File: src/rtl/j2_io_responder.sv
// IO-space responder for the j2 core: LED register, tick counter, transmit FIFO
// toward the host, and a one-entry receive mailbox from the host.
module j2_io_responder #(
  parameter int WIDTH    = 16,
  parameter int TX_DEPTH = 4
) (
  input  logic             clock,
  input  logic             active_low_reset,
  input  logic             io_write_enable,
  input  logic [15:0]      memory_address,
  input  logic [WIDTH-1:0] data_out,
  output logic [WIDTH-1:0] io_data_in,
  output logic [WIDTH-1:0] leds,
  output logic [7:0]       tx_data,
  output logic             tx_valid,
  input  logic             tx_ready,
  input  logic [7:0]       rx_data,
  input  logic             rx_strobe,
  output logic             rx_ready
);

  localparam int PW = (TX_DEPTH > 1) ? $clog2(TX_DEPTH) : 1;
  localparam int CW = $clog2(TX_DEPTH + 1);

  localparam logic [15:0] A_LEDS   = 16'h0000;
  localparam logic [15:0] A_TXDATA = 16'h0001;
  localparam logic [15:0] A_STATUS = 16'h0002;
  localparam logic [15:0] A_RXDATA = 16'h0003;
  localparam logic [15:0] A_TICKS  = 16'h0004;

  logic [WIDTH-1:0] leds_q, ticks_q, ticks_d;
  logic [7:0]       fifo_q [TX_DEPTH];
  logic [PW-1:0]    rd_q, wr_q;
  logic [CW-1:0]    cnt_q, cnt_d;
  logic             ovf_q, ovf_d;
  logic [7:0]       rx_byte_q;
  logic             rx_valid_q;

  logic wr_leds, wr_tx, wr_status, wr_rx, wr_ticks;
  logic tx_full, tx_empty, pop, push_ok, push_drop;

  assign wr_leds   = io_write_enable && (memory_address == A_LEDS);
  assign wr_tx     = io_write_enable && (memory_address == A_TXDATA);
  assign wr_status = io_write_enable && (memory_address == A_STATUS);
  assign wr_rx     = io_write_enable && (memory_address == A_RXDATA);
  assign wr_ticks  = io_write_enable && (memory_address == A_TICKS);

  assign tx_full   = (cnt_q == CW'(TX_DEPTH));
  assign tx_empty  = (cnt_q == '0);
  assign pop       = !tx_empty && tx_ready;
  // A pop in the same cycle frees the slot, so a full FIFO can still take a push.
  assign push_ok   = wr_tx && (!tx_full || pop);
  assign push_drop = wr_tx && !push_ok;

  always_comb begin
    cnt_d = cnt_q;
    case ({push_ok, pop})
      2'b10:   cnt_d = cnt_q + CW'(1);
      2'b01:   cnt_d = cnt_q - CW'(1);
      default: cnt_d = cnt_q;
    endcase
  end

  // Overflow set takes priority over a software clear.
  always_comb begin
    ovf_d = ovf_q;
    if (push_drop)                   ovf_d = 1'b1;
    else if (wr_status && data_out[3]) ovf_d = 1'b0;
  end

  assign ticks_d = wr_ticks ? data_out : ticks_q + WIDTH'(1);

  always_ff @(posedge clock or negedge active_low_reset) begin
    if (!active_low_reset) begin
      leds_q     <= '0;
      ticks_q    <= '0;
      rd_q       <= '0;
      wr_q       <= '0;
      cnt_q      <= '0;
      ovf_q      <= 1'b0;
      rx_byte_q  <= '0;
      rx_valid_q <= 1'b0;
    end else begin
      if (wr_leds) leds_q <= data_out;
      ticks_q <= ticks_d;
      if (push_ok) wr_q <= wr_q + PW'(1);
      if (pop)     rd_q <= rd_q + PW'(1);
      cnt_q <= cnt_d;
      ovf_q <= ovf_d;
      // A strobe coinciding with the core's ack refills the mailbox at once.
      if (rx_strobe && (!rx_valid_q || wr_rx)) begin
        rx_byte_q  <= rx_data;
        rx_valid_q <= 1'b1;
      end else if (wr_rx) begin
        rx_valid_q <= 1'b0;
      end
    end
  end

  always_ff @(posedge clock) begin
    if (push_ok) fifo_q[wr_q] <= data_out[7:0];
  end

  assign leds     = leds_q;
  assign tx_data  = fifo_q[rd_q];
  assign tx_valid = !tx_empty;
  assign rx_ready = !rx_valid_q;

  always_comb begin
    io_data_in = '0;
    case (memory_address)
      A_LEDS:   io_data_in = leds_q;
      A_STATUS: io_data_in = {(WIDTH-4)'(cnt_q), ovf_q, rx_valid_q, tx_empty, tx_full};
      A_RXDATA: io_data_in = WIDTH'(rx_byte_q);
      A_TICKS:  io_data_in = ticks_q;
      default:  io_data_in = '0;
    endcase
  end

endmodule

File: config.mk
export PLATFORM = sky130hd
export DESIGN_NAME = j2_io_responder
export DESIGN_NICKNAME = d
export VERILOG_FILES = /design/src/rtl/j2_io_responder.sv
export SDC_FILE = /design/constraint.sdc
export NUM_CORES = 1
export LEC_CHECK = 0
export BUFFER_PORTS_ARGS = -buffer_cell sky130_fd_sc_hd__buf_4
export CELL_PAD_IN_SITES_DETAIL_PLACEMENT = 1
export CELL_PAD_IN_SITES_GLOBAL_PLACEMENT = 1
export CORE_ASPECT_RATIO = 1.25
export CORE_UTILIZATION = 43
export DETAILED_ROUTE_END_ITERATION = 8
export PLACE_DENSITY = 0.9
export SYNTH_ARGS = -nofsm -noshare
export SYNTH_HDL_FRONTEND = slang
export SYNTH_SLANG_ARGS = --single-unit
File: constraint.sdc
create_clock -name clock -period 2.4 [get_ports clock]
set_input_delay 0.36 -clock clock [delete_from_list [all_inputs] [get_ports clock]]
set_output_delay 0.36 -clock clock [all_outputs]
set_load 0.1 [all_outputs]
# Word-level counts from Yosys, hierarchy flattened
# Memories as Yosys holds them, arrays and structs flattened.
# Index checks and enable logic that the tools add are counted.
word_totals:
  reg_bits: 49
  wordCells: 51
  mem_count: 1
  latchBits: 0
  romBits: 0
  mem_bits_rw: 32
memory_table:
  columns: ["memory", "words", "width", "read_ports", "rd_clocked_by_memory_dff", "write_ports", "line", "source"]
  rows:
  - ["fifo_q", 4, 8, 1, 0, 1, "32", "logic [7:0] fifo_q [TX_DEPTH];"]
classes:
  order_cmp: 0
  addsub: 5
  n_div: 0
  muxes: 9
  reduce_logical: 21
  n_shift: 0
  mul: 0
  eq_ne: 7
  n_bitwise: 0
ops:
  columns: ["operator", "n"]
  rows:
  - ["$pmux W16 S4", 1]
  - ["$eq A16 B2 Y1 const B", 2]
  - ["$add A16 B1 Y16 const B", 1]
  - ["$eq A16 B1 Y1 const B", 1]
  - ["$eq A16 B3 Y1 const B", 1]
  - ["$logic_not A16 Y1", 1]
  - ["$mux W16", 1]
  - ["$logic_and A1 B1 Y1", 10]
  - ["$mux W1", 6]
  - ["$pmux W3 S2", 1]
  - ["$reduce_bool A2 Y1", 3]
  - ["$add A2 B1 Y2 const B", 2]
  - ["$logic_not A1 Y1", 4]
  - ["$add A3 B1 Y3 const B", 1]
  - ["$eq A3 B3 Y1 const B", 1]
  - ["$logic_not A3 Y1", 1]
  - ["$sub A3 B1 Y3 const B", 1]
  - ["$eq A2 B1 Y1 const B", 1]
  - ["$eq A2 B2 Y1 const B", 1]
  - ["$logic_or A1 B1 Y1", 2]

# Logic depth before layout (Yosys ltp)
# Gate-level depths: netlist of the first run.
depth:
  depth_word: 8
  ltp_mapped: 9

# Worst setup path before layout of the first run
# Ideal clock, no wire load.
synth_path:
  kind: "input-to-output"
  from: "input memory_address[1]"
  to: "output io_data_in[3]"
  stages: 6
  t_required_ns: 2.040
  path_buffers: 2
  arrival_time_ns: 2.429
  slack_ns: -0.389
  path_cell_list: "buf_2 -> or4b_1 -> nor4_4 -> buf_2 -> a222oi_1 -> nand2_1"
synth_between:
  elab_chain_len: 2
  elab_cells_between_ends: 5
  cone_classes: "eq/ne (3); mux (1); reduce/logical (1)"
synth_lines:
  columns: ["element", "line", "source"]
  rows:
  - ["from (decl)", "10", "input logic [15:0] memory_address,"]
  - ["$eq A16 B3 Y1, or another cell as far along", "111", "case (memory_address)"]
  - ["$pmux W16 S4 (*)", "111", null]
  - ["to (decl)", "12", "output logic [WIDTH-1:0] io_data_in,"]
# Mark *: on every way between the ends. The rest lies on a longest branch, timed or not.

# Worst setup path after layout of the first run
layout_path:
  from: "input memory_address[5]"
  to: "output io_data_in[5]"
# The elaborated chain is that of the path after synthesis.

==> results of run 1 <==
## synth_stat cells, drive strengths merged
cell type	number
o22ai	1
xor2	8
mux2	25
edfxtp	32
nand4	5
nand2b	2
clkbuf	3
nand3	10
or4	3
nand4b	1
mux2i	3
a21oi	16
dfrtp	49
nor4	7
o31a	1
xnor2	11
a22o	9
a222oi	4
nor4b	1
and4b	1
nor2	26
or4b	1
nor3	8
a21boi	1
buf	9
nand2	16
mux4	8
a41oi	2
o21ai	5
o2bb2ai	1
a221oi	1
ha	5
inv	11
o211a	1
nor3b	3
and3	1
fa	1
and2	5
a221o	3
## worst paths after layout
kind,startpoint,endpoint,slack [ps],depth (start not counted)
setup / recovery,memory_address[5],io_data_in[5],20,7
hold / removal,active_low_reset,leds[0],10,1
setup reg to reg,cnt_q[1],cnt_q[1],50,8
hold reg to reg,ovf_q,ovf_q,510,1
max in group asynchronous,active_low_reset,rx_byte_q[3],1940,1
min in group clock,rx_strobe,rx_valid_q,200,2
## power groups by stage
stage	sequential, W	clock, W	combinational [W]
6_report	0.00169	0.000944	0.00131
3_3_place_gp	0.00170	0	0.00126
4_1_cts	0.00168	0.000971	0.00130
2_1_floorplan	0.00161	0	0.00106
3_5_place_dp	0.00171	0	0.00129
5_1_grt	0.00171	0.00101	0.00137
## state kept, by name, indices dropped and copies added, names as in the netlist
signal      cells
ticks_q        16
fifo_q         32
leds           16
rx_valid_q      1
rx_byte_q       8
rd_q            2
wr_q            2
cnt_q           3
ovf_q           1
## stage by stage
stage | setup WS, ps | area, µm²
after floorplan | -191 | 3960
after global placement | -60.2 | 4950
after detailed placement | -150 | 4950
after CTS | 0.765 | 5240
after global routing | -70.5 | 5380
final | 22.6 | 5380
## layer usage
metal / vias up / track usage, % / wire [µm]
li1: 1346 / - / -
met1: 1565 / 26.5 / 4100
met2: 112 / 42.2 / 6100
met3: 25 / 4.35 / 410
met4: 0 / 13.3 / 350
met5: - / 0 / 0
## critical path: stages
cell and delay (ps):
buf_6 90, or4_4 570, nor4_4 340, buf_6 170, a22o_1 140, a221o_2 150, buf_12 180
## layout make-up
cell class | instances | share of cell area [%]
sequential | 81 | 40.7
multi-input combinational | 196 | 32.0
timing repair buffer | 113 | 20.3
tap | 120 | 2.79
clock buffer | 10 | 2.56
clock inverter | 6 | 0.953
inverter | 11 | 0.767
## repair_timing
item	4_1_cts	5_1_grt
gates resized for setup	22	30
hold endpoints to repair	0	0
hold buffers	0	0
pin swaps	1	3
endpoints found under the setup margin	15	16
cloned	0	1
setup buffers	1	0
## kinds of logic after synthesis
family | Yosys count
mux | 36
buf+inv | 23
xor+xnor | 19
compound gates | 45
simple gates | 90
fa+ha+maj | 6
flops | 81
==> flow_metrics.tcl, run 1 <==
set metrics [dict create \
    syn_inst 300 \
    stdcell_count 537 \
    antenna_found_initial 0 \
    status "complete, no violations" \
    p_leak_nw 2.32 \
    vias 3048 \
    dpl.hpwl_mm 7.65 \
    ioPinCount 87 \
    min_period_over_period_pct 99.1 \
    synth.area.mux_share_pct 12.7 \
    finalSetupTns_ps 0 \
    place.gp.congestion 0.902 \
    synth.area.top_cells "dfrtp_1, edfxtp_1, mux4_2, mux2_2, mux2_1" \
    fillers 912 \
    drtAntennaViolNets 0 \
    final_common_cell "buf_4" \
    ys_seq_area_share_pct 56.0 \
    syn_nets 351 \
    synth_top_family_by_area "simple AND/OR/NAND/NOR gates" \
    hold_viol 0 \
    multi_input_area_um2 1720 \
    critPathMaxFanout 5 \
    die_x_um 87.3 \
    area_growth_pct 37.7 \
    overflow 0 \
    yosys_register_bits 81 \
    worstPathArrival_ps 2020 \
    synthXorXnorAreaFrac_pct 4.26 \
    fmax_mhz 421 \
    ir_worst_vdd_mv 0.413 \
    hp-class "primary input to asynchronous set/reset pin" \
    grt_pass1_vias 3238 \
    drive_gt1_share_pct 44.6 \
    yosysTopAreaCell "dfrtp_1" \
    synthSimpleGateAreaFrac_pct 13.5 \
    htreeDepth 3 \
    dp_cells 519 \
    synth_top_area_share_pct 31.4 \
    internal_power_w 0.00237 \
    worstMarginPinSlew_ps 643 \
    period_needed_ps 2380 \
    rsz0062_at_grt "yes" \
    yosys.cell_types.count 48 \
    dr.pass1.iters 4 \
    root_buffer "clkbuf_8" \
    numCtsBuffers 9 \
    track_usage_pct 23.8 \
    start_util_pct 44.7 \
    synth_fa_ha_area_share_pct 2.11 \
    power.net_switching_w 0.00158 \
    seqCellArea_um2 2190 \
    die_height_um 109 \
    grt_pass1_wl_mm 16.5 \
    p_clk_share_pct 23.9 \
    drt-total-wl_mm 11.0 \
    drt_iter0_drc 177 \
    worst_setup_path_end_kind "output pin" \
    core_region_area_um2 8750 \
    synth-compound-area-share_pct 8.33 \
    slew_viol_final 0 \
    grt_max_degree 50 \
    swShare_pct 39.9 \
    critPathRequiredTime_ps 2040 \
    clk_latency_ps 360 \
    max_slew_margin_pct 57.1 \
    fin_util_pct 61.5 \
    drv_cap 0 \
    skew_ps 7.07 \
    tritoncts "yes" \
    ys_warn_count 0 \
    combPwrFrac_pct 33.3 \
    port_buffers 86 \
    power_density_nw_per_um2 734 \
    syn_area_um2 3910 \
    dieArea_um2 9470 \
    avgSynthCellArea_um2 13.0 \
    whs_ps 12.2 \
    via_per_inst 5.68 \
    total_power_w 0.00395 \
    critPathLaunchType "primary input" \
    layout.nets 463 \
    cts.path.max_buffers 2 \
    fp-row-count 38 \
    final_cell_mix "buf_4, dfrtp_1, edfxtp_1" \
    wl_per_cell_um 20.4 \
    cts_sinks 81 \
    insertedDiodeCount 0 \
    crit_type "primary input to output pin" \
    drt_drc_violations_left 0 \
    seq_power_share_pct 42.8 \
    clk_pin_slew_worst_paths_ps 80 \
    setup_viol 0 \
]
(Power assumes the default switching activity.)
==> inputs of run 2 (changes only) <==
--- a/config.mk
+++ b/config.mk
@@ -9,9 +9,10 @@
 export CELL_PAD_IN_SITES_DETAIL_PLACEMENT = 1
 export CELL_PAD_IN_SITES_GLOBAL_PLACEMENT = 1
 export CORE_ASPECT_RATIO = 1.25
-export CORE_UTILIZATION = 43
+export CORE_UTILIZATION = 45
+export CTS_BUF_LIST = sky130_fd_sc_hd__clkbuf_8
 export DETAILED_ROUTE_END_ITERATION = 8
-export PLACE_DENSITY = 0.9
+export PLACE_DENSITY = 0.93
 export SYNTH_ARGS = -nofsm -noshare
 export SYNTH_HDL_FRONTEND = slang
 export SYNTH_SLANG_ARGS = --single-unit
==> run 2 against run 1 <==
Effect of this change: the flow now finishes with violations (negative hold slack, negative setup slack); global-route usage rose by 2.9 points; power increased by 2.9%; count of clock-buffer cells in the layout shrank 1; combinational power increased by 5%; cell count fell by 2.0%; final area is 3.0% higher; critical path depth is 1 lower; largest cell class unchanged; fmax decreased by 3.1%; register-to-register slack got worse by 30 ps; core utilization increased by 5.0 points.
==> flow_metrics.tcl, run 2 (synthesis results as in run 1) <==
set metrics [dict create \
    status "finished, violations left" \
    violations "negative hold slack, negative setup slack" \
    grt_pass1_vias 3358 \
    p_leak_nw 2.41 \
    setup_viol 9 \
    start_util_pct 46.9 \
    root_buffer "clkbuf_8" \
    critPathLaunchType "flop" \
    worstPathArrival_ps 2090 \
    r2r_start "cnt_q[1]" \
    area_growth_pct 41.8 \
    grt_pass1_wl_mm 17.9 \
    final_common_cell "buf_4" \
    place.gp.congestion 0.852 \
    core_region_area_um2 8330 \
    layout.nets 475 \
    fp-row-count 37 \
    rsz0062_at_grt "yes" \
    cts.path.max_buffers 2 \
    cts_sinks 81 \
    clk_pin_slew_worst_paths_ps 100 \
    worstMarginPinSlew_ps 644 \
    hold_viol 3 \
    placed_area_um2 4990 \
    worstRegToRegCells 8 \
    ioPinCount 87 \
    worstReg2RegEnd "cnt_q[1]" \
    skew_ps 14.4 \
    die_x_um 85.3 \
    track_usage_pct 26.7 \
    power_density_nw_per_um2 733 \
    fillers 801 \
    grt_max_degree 50 \
    crit_type "flop to output pin" \
    drtAntennaViolNets 0 \
    htreeDepth 3 \
    slew_viol_final 0 \
    final_cell_mix "buf_4, dfrtp_1, edfxtp_1" \
    rrSetupSlack_ps 20 \
    die_height_um 106 \
    overflow 0 \
    drt_iter0_drc 202 \
    clk_latency_ps 370 \
    insertedDiodeCount 0 \
    largest_register "fifo_q" \
    largest_register_ffs 32 \
    ir_worst_vdd_mv 0.414 \
    antenna_found_initial 0 \
    dpl.hpwl_mm 7.90 \
    fin_ws_ps -52.9 \
    drt_drc_violations_left 0 \
    critPathMaxFanout 5 \
    dieArea_um2 9060 \
    drt-total-wl_mm 13.1 \
    drive_gt1_share_pct 46.4 \
    whs_ps -11.9 \
    fin_util_pct 66.5 \
    cp-startpoint "cnt_q[2]" \
    period_needed_ps 2450 \
    via_per_inst 6.08 \
    vias 3200 \
    max_slew_margin_pct 57.1 \
    stdcell_count 526 \
    hp-class "primary input to asynchronous set/reset pin" \
    wl_per_cell_um 24.9 \
    finalSetupTns_ps -321 \
    port_buffers 86 \
    fmax_mhz 408 \
    dr.pass1.iters 4 \
    min_period_over_period_pct 102 \
    tritoncts "yes" \
    numCtsBuffers 9 \
    worst_setup_path_end_kind "output pin" \
    critPathRequiredTime_ps 2040 \
    dp_cells 502 \
    drv_cap 0 \
    design_area_um2 5540 \
]
## run 2: cell types whose count changed in the layout (fill, tap and decap cells not counted), sizes merged
cell and change:
clkinv -1, inv +2, clkbuf -1, buf +12
## run 2: worst max-delay path: stages (launching register included)
cell	delay (ps)
dfrtp_1	440
buf_4	190
nor3b_4	240
mux2i_1	140
nor4_2	270
o31a_2	240
buf_8	200
## run 2: power by group
part / switching (W) / total (W) / leakage (nW) / internal, W
Sequential: 0.000191 / 0.00171 / 0.916 / 0.00152
Combinational: 0.000924 / 0.00138 / 1.40 / 0.000460
Clock: 0.000572 / 0.000966 / 0.0925 / 0.000394
Total: 0.00169 / 0.00406 / 2.41 / 0.00237
## run 2: final cells by class
type / count / area (µm²) / share of cell area, %
flip-flops and latches: 81 / 2190 / 39.5
multi-input cells: 196 / 1750 / 31.6
repair buffers: 125 / 1260 / 22.7
clock buffers: 9 / 124 / 2.24
well taps: 97 / 121 / 2.19
clock inverters: 7 / 58.8 / 1.06
inverters: 11 / 41.3 / 0.745
## run 2: per-layer routing
layer / share of wire [%] / routed length [µm] / GRT usage (%)
met2: 51 / 6710 / 47.4
met1: 38 / 4910 / 29.8
met5: 0 / 0 / 0
met4: 5.3 / 695 / 13.3
met3: 5.9 / 779 / 6.37
## run 2: how the worst max path moves through the flow
stage          cells past startpoint       endpoint  slack, ps
6_report                           6  io_data_in[0]        -50
5_1_grt                            7  io_data_in[5]        -80
4_1_cts                            7  io_data_in[5]        -70
3_5_place_dp                       7  io_data_in[5]       -220
3_3_place_gp                       7  io_data_in[5]       -180
2_1_floorplan                      6  io_data_in[3]       -190
## run 2: timing repair
action                     in CTS  in global routing
setup endpoints to repair      13                 15
hold buffers                    0                  0
gates resized for setup        26                 43
setup buffers                   0                  8
pin swaps                       2                  9
## run 2: metrics by stage
step / power [W] / worst slack, ps / hold slack, ps
floorplan: 0.00266 / -191 / 64.4
global placement: 0.00295 / -182 / 418
detailed placement: 0.00300 / -220 / 423
CTS: 0.00396 / -69.8 / 35.0
global route: 0.00418 / -79.7 / 34.4
finish: 0.00406 / -52.9 / -11.9
==> inputs of run 3 (changes only) <==
--- a/config.mk
+++ b/config.mk
@@ -9,10 +9,10 @@
 export CELL_PAD_IN_SITES_DETAIL_PLACEMENT = 1
 export CELL_PAD_IN_SITES_GLOBAL_PLACEMENT = 1
 export CORE_ASPECT_RATIO = 1.25
-export CORE_UTILIZATION = 45
+export CORE_UTILIZATION = 48
 export CTS_BUF_LIST = sky130_fd_sc_hd__clkbuf_8
 export DETAILED_ROUTE_END_ITERATION = 8
-export PLACE_DENSITY = 0.93
+export PLACE_DENSITY = 0.95
 export SYNTH_ARGS = -nofsm -noshare
 export SYNTH_HDL_FRONTEND = slang
 export SYNTH_SLANG_ARGS = --single-unit
==> constraint.sdc (replaced) <==
create_clock -name clock -period 3.1 [get_ports clock]
set_input_delay 0.465 -clock clock [delete_from_list [all_inputs] [get_ports clock]]
set_output_delay 0.465 -clock clock [all_outputs]
set_load 0.1 [all_outputs]
==> run 3 against run 2 <==
Effect of this change: the run now ends clean; critical path depth unchanged; combinational power decreased by 28%; count of clock-buffer cells in the layout unchanged; clock power decreased by 19%; die area decreased by 6.1%; cell count decreased by 7.0%; hold slack improved by 120 ps; core utilization decreased by 5.0 points; first-iteration DRC count decreased by 14%; non-clock buffer count decreased by 35; largest power group unchanged.
==> flow_metrics.tcl, run 3 (synthesis results as in run 1) <==
set metrics [dict create \
    ioPinCount 87 \
    place.gp.congestion 0.886 \
    max_slew_margin_pct 57.8 \
    overflow 0 \
    setup_viol 0 \
    power_density_nw_per_um2 641 \
    fp-row-count 36 \
    fillers 806 \
    clk_pin_slew_worst_paths_ps 90 \
    total_power_w 0.00309 \
    grt_max_degree 50 \
    largest_register "fifo_q" \
    largest_register_ffs 32 \
    whs_ps 111 \
    path_cells "buf_4 > nor4_2 > nand4_1 > nor3b_1 > a221o_1 > buf_4" \
    area_growth_pct 23.2 \
    ctsResizeCount 0 \
    critPathMaxFanout 5 \
    vias 2909 \
    cts_sinks 81 \
    skew_ps 9.50 \
    die_x_um 82.7 \
    worstMarginPinSlew_ps 633 \
    numCtsBuffers 9 \
    rrSetupSlack_ps 660 \
    finalSetupTns_ps 0 \
    final_cell_mix "buf_4, dfrtp_1, edfxtp_1" \
    layout.nets 440 \
    insertedDiodeCount 0 \
    core_region_area_um2 7840 \
    wl_per_cell_um 21.3 \
    status "complete, no violations" \
    fin_ws_ps 287 \
    hp-class "primary input to asynchronous set/reset pin" \
    min_period_over_period_pct 90.8 \
    drv_cap 0 \
    path_common_cell "buf_4" \
    dpl.hpwl_mm 7.65 \
    crit_path_max_incr_delay_ps 520 \
    root_buffer "clkbuf_8" \
    fmax_mhz 355 \
    critPathLaunchType "primary input" \
    port_buffers 86 \
    cp_slowest_cell "nor3b_1" \
    htreeDepth 3 \
    crit_type "primary input to output pin" \
    period_needed_ps 2810 \
    p_leak_nw 2.09 \
    hold_viol 0 \
    drive_gt1_share_pct 35.5 \
    postCtsHoldBufs 0 \
    tritoncts "yes" \
    via_per_inst 5.95 \
    cts.path.max_buffers 2 \
    track_usage_pct 26.9 \
    dieArea_um2 8510 \
    start_util_pct 49.9 \
    critPathRequiredTime_ps 2630 \
    drtAntennaViolNets 0 \
    ir_worst_vdd_mv 0.702 \
    worst_setup_path_end_kind "output pin" \
    drt_drc_violations_left 0 \
    grt_pass1_wl_mm 16.4 \
    die_height_um 103 \
    dr.pass1.iters 4 \
    worstRegToRegCells 8 \
    drt-total-wl_mm 10.4 \
    antenna_found_initial 0 \
    clk_latency_ps 370 \
    final_common_cell "buf_4" \
    grt_pass1_vias 3137 \
    post-cts-setup-buffers 0 \
    worstPathArrival_ps 2350 \
    post-place-ws_ps 46.5 \
    drt_iter0_drc 173 \
    rsz0062_at_grt "no" \
    slew_viol_final 0 \
]
[run 3: cell types whose count changed in the layout (fill, tap and decap cells not counted), sizes merged]
cell    previous run  this run
buf              125        90
inv               15        12
clkinv             2         4
bufinv             0         1
[run 3: worst paths after layout]
kind	to	start
hold reg to reg	ovf_q	ovf_q
setup reg to reg	cnt_q[1]	cnt_q[2]
max in group asynchronous	ticks_q[10]	active_low_reset
min in group clock	rx_valid_q	rx_strobe
hold / removal	rd_q[1]	active_low_reset
setup / recovery	io_data_in[5]	memory_address[5]
[run 3: layout make-up]
cell class                 instances  area (µm²)  share of cell area [%]
clock buffer                       9         124                    2.57
clock inverter                     7        70.1                    1.45
inverter                          11        41.3                   0.857
multi-input combinational        196        1600                    33.2
sequential                        81        2190                    45.4
tap                               95         119                    2.47
timing repair buffer              90         676                    14.0
[run 3: worst max-delay path, delay by kind of cell]
kind            cells  cell delay [ps]
buf+inv             2              420
compound gates      1              280
simple gates        3             1180
[run 3: where the power goes]
group,switching [W],internal (W),total (W)
Sequential,0.000139,0.00118,0.00132
Combinational,0.000673,0.000317,0.000990
Clock,0.000410,0.000372,0.000782
[run 3: stage by stage]
stage	utilization [%]	instances	cell area [µm²]
finish	61.4	489	4820
global route	61.4	489	4820
CTS	61.4	489	4820
detailed placement	59.0	473	4620
global placement	59.0	473	4620
floorplan	-	300	3910
[run 3: layer usage]
layer / vias to the layer above / routed length [µm] / global-route usage [%]
li1: 1295 / - / -
met1: 1467 / 3980 / 31.5
met2: 112 / 5570 / 46.4
met3: 35 / 511 / 5.13
met4: 0 / 365 / 13.7
met5: - / 0 / 0
